File: config.mk
export PLATFORM = sky130hd
export DESIGN_NAME = fetch_unit
export DESIGN_NICKNAME = d
export VERILOG_FILES = /design/src/rtl/fetch_pkg.sv /design/src/rtl/fetch_fifo.sv /design/src/rtl/fetch_unit.sv
export SDC_FILE = /design/constraint.sdc
export NUM_CORES = 1
export LEC_CHECK = 0
export BUFFER_PORTS_ARGS = -buffer_cell sky130_fd_sc_hd__buf_2
export CAP_MARGIN = 20
export CORE_UTILIZATION = 55
export DETAILED_ROUTE_END_ITERATION = 8
export GPL_TIMING_DRIVEN = 0
export HOLD_SLACK_MARGIN = 0.05
export PLACE_DENSITY = 0.87
export SLEW_MARGIN = 20
export SYNTH_ARGS = -nofsm -noshare
export SYNTH_HDL_FRONTEND = slang
export SYNTH_SLANG_ARGS = --single-unit
File: constraint.sdc
create_clock -name clk -period 23.7 [get_ports clk]
set_input_delay 3.555 -clock clk [delete_from_list [all_inputs] [get_ports clk]]
set_output_delay 3.555 -clock clk [all_outputs]
set_load 0.02 [all_outputs]
File: src/rtl/fetch_pkg.sv
// Shared constants and the prefetch-buffer entry type for the instruction-fetch stage.
package fetch_pkg;
  localparam int AW = 32;
  localparam int DW = 32;

  localparam logic [AW-1:0] RESET_PC  = 32'hBFC00000;
  localparam logic [AW-1:0] ROM_LIMIT = 32'hBFC00FFF;
  localparam logic [DW-1:0] NOP_INSTR = 32'h00000013;

  typedef struct packed {
    logic [AW-1:0] pc;
    logic [DW-1:0] instr;
    logic          fault;
  } fetch_entry_t;
endpackage

File: src/rtl/fetch_fifo.sv
// In-order prefetch buffer of fetch entries; flush beats push, push+pop while full is allowed.
module fetch_fifo
  import fetch_pkg::*;
#(
  parameter int DEPTH = 2
) (
  input  logic                     clk,
  input  logic                     rst,
  input  logic                     push,
  input  logic                     pop,
  input  logic                     flush,
  input  fetch_entry_t             din,
  output fetch_entry_t             head,
  output logic                     full,
  output logic                     empty,
  output logic [$clog2(DEPTH):0]   count
);
  localparam int PW = $clog2(DEPTH);
  localparam logic [PW:0] DEPTH_C = (PW+1)'(DEPTH);

  fetch_entry_t    mem [DEPTH];
  logic [PW-1:0]   wr_ptr, rd_ptr;
  logic            do_push, do_pop, clr;

  assign clr     = rst | flush;
  assign full    = (count == DEPTH_C);
  assign empty   = (count == '0);
  assign do_pop  = pop & ~empty & ~clr;
  assign do_push = push & ~clr & (~full | do_pop);
  assign head    = mem[rd_ptr];

  always_ff @(posedge clk) begin
    if (clr) begin
      wr_ptr <= '0;
      rd_ptr <= '0;
      count  <= '0;
    end else begin
      if (do_push) wr_ptr <= wr_ptr + 1'b1;
      if (do_pop)  rd_ptr <= rd_ptr + 1'b1;
      case ({do_push, do_pop})
        2'b10:   count <= count + 1'b1;
        2'b01:   count <= count - 1'b1;
        default: count <= count;
      endcase
    end
  end

  // Storage needs no reset: empty masks stale entries at the outputs.
  always_ff @(posedge clk) begin
    if (do_push) mem[wr_ptr] <= din;
  end
endmodule

File: src/rtl/fetch_unit.sv
// Fetch stage: owns the fetch PC, drives instr_mem, buffers words for decode, handles redirects.
module fetch_unit #(
  parameter int                       ADDRESS_WIDTH = 32,
  parameter int                       DATA_WIDTH    = 32,
  parameter int                       DEPTH         = 2,
  parameter logic [ADDRESS_WIDTH-1:0] RESET_PC      = fetch_pkg::RESET_PC,
  parameter logic [ADDRESS_WIDTH-1:0] ROM_LIMIT     = fetch_pkg::ROM_LIMIT
) (
  input  logic                       clk,
  input  logic                       rst,
  output logic [ADDRESS_WIDTH-1:0]   imem_addr,
  input  logic [DATA_WIDTH-1:0]      imem_rd,
  input  logic                       redirect_valid,
  input  logic [ADDRESS_WIDTH-1:0]   redirect_pc,
  output logic                       instr_valid,
  input  logic                       instr_ready,
  output logic [DATA_WIDTH-1:0]      instr,
  output logic [ADDRESS_WIDTH-1:0]   instr_pc,
  output logic                       instr_fault,
  output logic [$clog2(DEPTH):0]     count
);
  import fetch_pkg::*;

  logic [ADDRESS_WIDTH-1:0] fpc;
  logic [ADDRESS_WIDTH:0]   fpc_x;
  logic                     fault, pop, fetch_en, full, empty;
  fetch_entry_t             din, head;

  assign imem_addr = fpc;
  assign pop       = instr_valid & instr_ready;
  assign fetch_en  = ~redirect_valid & (~full | pop);

  // One extra bit so fpc+3 near the top of the address space cannot wrap past the limit check.
  assign fpc_x = {1'b0, fpc};
  assign fault = (fpc[1:0] != 2'b00)
               | (fpc_x < {1'b0, RESET_PC})
               | ((fpc_x + (ADDRESS_WIDTH+1)'(3)) > {1'b0, ROM_LIMIT});

  always_comb begin
    din       = '0;
    din.pc    = fpc;
    din.fault = fault;
    din.instr = fault ? NOP_INSTR : imem_rd;
  end

  always_ff @(posedge clk) begin
    if (rst)                 fpc <= RESET_PC;
    else if (redirect_valid) fpc <= redirect_pc;
    else if (fetch_en)       fpc <= fpc + ADDRESS_WIDTH'(4);
  end

  fetch_fifo #(.DEPTH(DEPTH)) u_fifo (
    .clk   (clk),
    .rst   (rst),
    .push  (fetch_en),
    .pop   (pop),
    .flush (redirect_valid),
    .din   (din),
    .head  (head),
    .full  (full),
    .empty (empty),
    .count (count)
  );

  assign instr_valid = ~empty;
  assign instr       = empty ? NOP_INSTR : head.instr;
  assign instr_pc    = empty ? '0 : head.pc;
  assign instr_fault = ~empty & head.fault;
endmodule

==> impl_metrics.env, run 1 <==
export IMPL_detail_route_drc_violations=0
export IMPL_post_cts_buffers=0
export IMPL_htree_levels=4
export IMPL_post_synth_top_area_cell="edfxtp_1"
export IMPL_die_y_um=123
export IMPL_core_area_mm2=0.0141
export IMPL_hold_viol_final=0
export IMPL_ys_types=50
export IMPL_tightest_slew_ns=0.808
export IMPL_p_per_area_mw_per_mm2=70.8
export IMPL_overflow=0
export IMPL_ys_seq_area_frac=0.576
export IMPL_gp_congestion=0.917
export IMPL_grt_max_degree=17
export IMPL_clk_pin_slew_ns=0.06
export IMPL_worstPathArrival_ns=2.51
export IMPL_setup_tns_final_ns=0
export IMPL_antenna_found_initial=1
export IMPL_fin_crit_ns=6.07
export IMPL_clockBufferDepth=2
export IMPL_start_util=0.572
export IMPL_drt_iter0_drc=492
export IMPL_insertion_delay_ns=0.42
export IMPL_hp_class="reg2reg"
export IMPL_synth_area_mm2=0.00806
export IMPL_root_buffer="clkbuf_16"
export IMPL_cts_tree="done"
export IMPL_stdcell_count=1088
export IMPL_dp_cells=1056
export IMPL_wl_met3_um=1310
export IMPL_drv_cap=0
export IMPL_syn_nets=762
export IMPL_fin_nets=968
export IMPL_final_layout_size_suffix_gt1_frac=0.294
export IMPL_post_cts_resized=0
export IMPL_synth_edf_count=130
export IMPL_dr_pass1_iters=5
export IMPL_ir_worst_vdd_v=0.0000464
export IMPL_drv_slew=0
export IMPL_postLayoutCoreUtil=0.697
export IMPL_fin_area_mm2=0.00982
export IMPL_synth_area_top_cells="edfxtp_1 48%, mux2i_1 9.9%, dfxtp_1 9.2%"
export IMPL_pin_count=168
export IMPL_wl_um=19100
export IMPL_place_area_mm2=0.00925
export IMPL_ctsHoldBuffers=0
export IMPL_synth_top_area_share=0.485
export IMPL_syn_area_per_cell_um2=11.7
export IMPL_maxSlewHeadroom=0.460
export IMPL_row_count=43
export IMPL_port_buffers=166
export IMPL_ys_flop_type="edfxtp_1"
export IMPL_syn_to_final_growth_pct=21.9
export IMPL_routed_via_count=6114
export IMPL_ys_warn_count=0
export IMPL_synthCells=689
export IMPL_path_class="reg2out"
export IMPL_max_freq_ghz=0.165
export IMPL_crit_fanout=10
export IMPL_via_per_inst=5.62
export IMPL_power_leakage_nw=3.75
export IMPL_startpoint_type="flop"
export IMPL_wl_met2_um=9580
export IMPL_cts_made_buffers=17
export IMPL_highest_layer="met4"
export IMPL_setup_viol=0
export IMPL_rsz0062_at_grt="no"
export IMPL_drt_met1_wl_um=7830
export IMPL_worstPathRequired_ns=20.15
export IMPL_grt_pass1_wl_um=29900
export IMPL_grt_pass1_vias=5978
export IMPL_hpwl_um=14000
export IMPL_grt_use_total=0.263
export IMPL_cts_sinks=167
export IMPL_ys_ff_latch=167
export IMPL_synthArstFlopShare=0
export IMPL_dieArea_mm2=0.0151
export IMPL_status="finished clean"
export IMPL_finalCritPeriodShare=0.256
export IMPL_cp_end_kind="output port"
export IMPL_die_x_um=123
export IMPL_wl_per_cell_um=17.6
export IMPL_worst_clock_skew_ns=0.0101
export IMPL_ant_nets=0
-- through the flow --
stage,hold slack [ns],power (mW),setup slack [ns]
final,0.481,0.695,17.63
after global routing,0.502,0.720,17.45
after CTS,0.479,0.699,17.56
after detailed placement,0.463,0.433,17.34
after global placement,0.459,0.431,8.31
after floorplan,0.443,0.402,12.26
-- cells in the final DEF, fill, tap and decap left out, types with 4 or more instances in the layout --
cell and n:
nand3_1 14, nand2_1 32, a211oi_1 5, nand2b_1 9
xor2_1 16, buf_4 40, nor4_1 8, o31a_1 29
a31oi_1 5, buf_1 4, and3_1 4, clkbuf_1 30
clkinv_1 4, buf_2 192, ha_1 5, dfxtp_1 37
xnor2_1 25, nor3_1 15, and4_1 6, edfxtp_1 130
nor2_1 108, clkbuf_16 17, mux2i_1 80, a21oi_1 19
inv_1 11, o21ai_0 5, nand4_1 10
-- critical path: stages (launching register included) --
cell      delay, ns
dfxtp_1        0.33
clkbuf_1       0.55
clkbuf_1       0.68
mux2i_1        0.28
nor2_1         0.07
buf_2          0.19
-- metal layers --
| metal | track usage | vias to the layer above |
|---|---|---|
| met2 | 0.454 | 282 |
| met5 | 0 | - |
| li1 | - | 2903 |
| met3 | 0.0530 | 36 |
| met1 | 0.330 | 2893 |
| met4 | 0.0919 | 0 |
-- path summary, 6_finish.rpt --
| check | from | to | slack, ns | cells past startpoint |
|---|---|---|---|---|
| worst max-delay path | flop | instr_pc[17] | 17.63 | 5 |
| worst min-delay path | imem_addr[19]$_SDFFE_PP0N_ | u_fifo.mem[1][52]$_DFFE_PP_ | 0.48 | 0 |
| worst max register to register | u_fifo.count[0]$_SDFFE_PP0P_ | u_fifo.mem[1][17]$_DFFE_PP_ | 20.01 | 12 |
| worst min register to register | imem_addr[19]$_SDFFE_PP0N_ | u_fifo.mem[1][52]$_DFFE_PP_ | 0.48 | 0 |
-- sequential cells by signal (all words and copies together), names as in the netlist, named ones only --
signal         flops
u_fifo.mem       130
imem_addr         32
u_fifo.count       2
u_fifo.rd_ptr      1
u_fifo.wr_ptr      1
-- cells in the mapped netlist (9+ instances only) --
cell type,n
nor2_1,108
buf_4,32
nand4_1,10
nor3_1,15
nor4_1,9
inv_1,11
a21oi_1,19
clkbuf_1,27
xnor2_1,25
dfxtp_1,37
nand2b_1,9
mux2i_1,80
o31a_1,29
nand3_1,14
xor2_1,16
nand2_1,32
buf_2,13
edfxtp_1,130
-- where the power goes --
group | internal (mW) | switching, mW
logic | 0.0348 | 0.0554
clock network | 0.163 | 0.104
registers | 0.328 | 0.00930
total | 0.526 | 0.169
-- final cells by class --
cell class	instances	area, um2
Sequential cell	167	4640
Fill cell	1071	4270
Multi-Input combinational cell	435	2960
Timing Repair Buffer	187	956
Clock buffer	20	437
Buffer	76	422
Tap cell	180	225
Clock inverter	11	133
Inverter	11	41.3
Antenna cell	1	2.50
-- cells by family after synthesis --
group                    after synthesis  share of synthesized area
AND/OR/NAND/NOR                      226                      0.133
flip-flops                           167                      0.576
buffers and inverters                 87                     0.0575
AO/OA/AOI/OAI                         83                     0.0812
multiplexers                          80                     0.0994
XOR/XNOR                              41                     0.0446
adder cells (fa/ha/maj)                5                    0.00777
No activity file was read; power rests on OpenSTA's default activity.
==> inputs of run 2 (changes only) <==
--- a/config.mk
+++ b/config.mk
@@ -5,13 +5,14 @@
 export SDC_FILE = /design/constraint.sdc
 export NUM_CORES = 1
 export LEC_CHECK = 0
+export ABC_AREA = 1
 export BUFFER_PORTS_ARGS = -buffer_cell sky130_fd_sc_hd__buf_2
 export CAP_MARGIN = 20
-export CORE_UTILIZATION = 55
+export CORE_UTILIZATION = 50
 export DETAILED_ROUTE_END_ITERATION = 8
 export GPL_TIMING_DRIVEN = 0
 export HOLD_SLACK_MARGIN = 0.05
-export PLACE_DENSITY = 0.87
+export PLACE_DENSITY = 0.83
 export SLEW_MARGIN = 20
 export SYNTH_ARGS = -nofsm -noshare
 export SYNTH_HDL_FRONTEND = slang
==> constraint.sdc (replaced) <==
create_clock -name clk -period 4.99 [get_ports clk]
set_input_delay 0.7485 -clock clk [delete_from_list [all_inputs] [get_ports clk]]
set_output_delay 0.7485 -clock clk [all_outputs]
set_load 0.02 [all_outputs]
==> impl_metrics.env, run 2 <==
export IMPL_status="finished clean"
export IMPL_cts_sinks=167
export IMPL_dr_pass1_iters=7
export IMPL_gp_congestion=0.933
export IMPL_post_cts_resized=0
export IMPL_synth_top_area_share=0.461
export IMPL_hp_class="reg2reg"
export IMPL_post_synth_top_area_cell="edfxtp_1"
export IMPL_dieArea_mm2=0.0174
export IMPL_ys_flop_type="edfxtp_1"
export IMPL_grt_use_total=0.268
export IMPL_path_class="reg2out"
export IMPL_post_cts_buffers=0
export IMPL_drt_iter0_drc=737
export IMPL_pwr_share_clk=0.391
export IMPL_root_buffer="clkbuf_16"
export IMPL_via_per_inst=5.21
export IMPL_worstPathArrival_ns=2.60
export IMPL_syn_area_per_cell_um2=8.66
export IMPL_intPower_mw=2.39
export IMPL_synth_area_mm2=0.00846
export IMPL_ctsHoldBuffers=0
export IMPL_hold_viol_final=0
export IMPL_port_buffers=165
export IMPL_detail_route_drc_violations=0
export IMPL_cp_end_kind="output port"
export IMPL_fin_nets=1239
export IMPL_busiest_layer="met2"
export IMPL_fin_crit_ns=3.35
export IMPL_n_fill_cell=1393
export IMPL_row_count=47
export IMPL_antenna_found_initial=0
export IMPL_clockBufferDepth=2
export IMPL_p_per_area_mw_per_mm2=317
export IMPL_worstPathRequired_ns=4.24
export IMPL_hpwl_um=16600
export IMPL_syn_nets=1050
export IMPL_cts_tree="done"
export IMPL_p_seq_frac=0.494
export IMPL_final_layout_size_suffix_gt1_frac=0.238
export IMPL_routed_via_count=7292
export IMPL_cts_made_buffers=17
export IMPL_insertion_delay_ns=0.45
export IMPL_grt_pass1_wl_um=35500
export IMPL_power_leakage_nw=4.42
export IMPL_pin_count=168
export IMPL_ant_nets=0
export IMPL_ir_worst_vdd_v=0.000234
export IMPL_grtUsageMet1=0.350
export IMPL_wl_um=22800
export IMPL_core_area_mm2=0.0165
export IMPL_max_freq_ghz=0.299
export IMPL_use_met3=0.0542
export IMPL_synthArstFlopShare=0
export IMPL_start_util=0.512
export IMPL_fin_area_mm2=0.0103
export IMPL_rsz0062_at_grt="no"
export IMPL_largest_reg_flops=130
export IMPL_place_area_mm2=0.00970
export IMPL_grt_max_degree=27
export IMPL_setup_viol=0
export IMPL_drv_slew=0
export IMPL_use_met2=0.432
export IMPL_grt_pass1_vias=6812
export IMPL_die_x_um=132
export IMPL_ys_types=38
export IMPL_most_common_layout_cells="206 x nor2_1, 178 x nand2_1, 166 x buf_2"
export IMPL_switching_share=0.266
export IMPL_die_y_um=132
export IMPL_maxSlewHeadroom=0.491
export IMPL_p_sw_mw=0.867
export IMPL_ys_warn_count=0
export IMPL_worst_clock_skew_ns=0.0219
export IMPL_ys_ff_latch=167
export IMPL_finalCritPeriodShare=0.671
export IMPL_synthCells=977
export IMPL_antenna_cells=0
export IMPL_layout_commonest_cell="nor2_1"
export IMPL_synth_edf_count=130
export IMPL_startpoint_type="flop"
export IMPL_crit_fanout=10
export IMPL_netlist_top_cells_count="208 x nor2_1, 178 x nand2_1, 130 x edfxtp_1, 93 x inv_1, 81 x o21ai_0"
export IMPL_drv_cap=0
export IMPL_p_comb_frac=0.115
export IMPL_overflow=0
export IMPL_synth_most_common_cell="nor2_1"
export IMPL_clk_pin_slew_ns=0.07
export IMPL_ys_seq_area_frac=0.549
export IMPL_syn_to_final_growth_pct=21.4
export IMPL_wl_per_cell_um=16.3
export IMPL_largest_register="u_fifo.mem"
export IMPL_htree_levels=4
export IMPL_synth_area_top_cells="edfxtp_1 46%, nor2_1 9.2%, dfxtp_1 8.8%"
export IMPL_tightest_slew_ns=0.763
export IMPL_setup_tns_final_ns=0
## run 2: cell count changes after synthesis, sizes merged, moves of 9 or more
cell    previous run  this run
nor2             108       239
o31a              29         0
nand3             14        38
xnor2             25         2
nor3              17         6
mux2i             80         0
nand2b             9         0
nand2             32       186
inv               11        94
o21ai              5        81
## run 2: layout make-up
| class | instances | area, um2 | area share |
|---|---|---|---|
| inverter | 95 | 357 | 0.0347 |
| multi-input combinational | 647 | 3080 | 0.300 |
| clock buffer | 18 | 429 | 0.0418 |
| timing repair buffer | 170 | 948 | 0.0923 |
| buffer | 68 | 399 | 0.0389 |
| sequential | 167 | 4640 | 0.452 |
| clock inverter | 14 | 143 | 0.0139 |
| tap | 220 | 275 | 0.0268 |
## run 2: power groups by stage
stage	Clock (mW)	Sequential (mW)	Combinational [mW]
3_5_place_dp	0	1.64	0.371
3_3_place_gp	0	1.64	0.354
6_report	1.27	1.61	0.374
5_1_grt	1.34	1.61	0.410
4_1_cts	1.28	1.61	0.373
2_1_floorplan	0	1.62	0.240
## run 2: worst max-delay path: stages, from the launching register on
cell      delay, ns
dfxtp_1        0.35
inv_1          0.08
ha_1           0.19
inv_1          0.11
clkbuf_1       0.44
clkbuf_1       0.43
o21ai_0        0.21
nor2_1         0.15
buf_2          0.19
## run 2: final timing paths
kind | from | end | slack (ns) | cells after the start
setup / recovery | u_fifo.count[0]$_SDFFE_PP0P_ | instr_pc[13] | 1.64 | 8
hold / removal | u_fifo.rd_ptr$_SDFFE_PP0P_ | u_fifo.rd_ptr$_SDFFE_PP0P_ | 0.49 | 2
setup reg to reg | u_fifo.count[0]$_SDFFE_PP0P_ | u_fifo.mem[1][64]$_DFFE_PP_ | 1.69 | 11
hold reg to reg | u_fifo.rd_ptr$_SDFFE_PP0P_ | u_fifo.rd_ptr$_SDFFE_PP0P_ | 0.49 | 2
## run 2: cell families (layout without fill, tap and decap cells)
group           after synthesis  in the layout  synth area share
compound gates              136            136            0.0903
xor+xnor                     22             22            0.0228
fa+ha+maj                     5              5           0.00739
buf+inv                     163            365            0.0893
flops                       167            167             0.549
simple gates                484            484             0.241
## run 2: layer usage
layer / vias up / share of wire
li1: 3568 / -
met1: 3372 / 0.42
met2: 301 / 0.47
met3: 51 / 0.073
met4: 0 / 0.029
met5: - / 0
## run 2: stage by stage
stage	hold WS, ns	setup slack (ns)	utilization	power, mW	cells
after floorplan	0.443	0.224	-	1.86	977
after global placement	0.461	-1.77	0.579	1.99	1362
after detailed placement	0.466	1.59	0.587	2.01	1367
after CTS	0.478	1.56	0.622	3.26	1399
after global routing	0.523	1.38	0.622	3.36	1399
final	0.485	1.64	0.622	3.26	1399
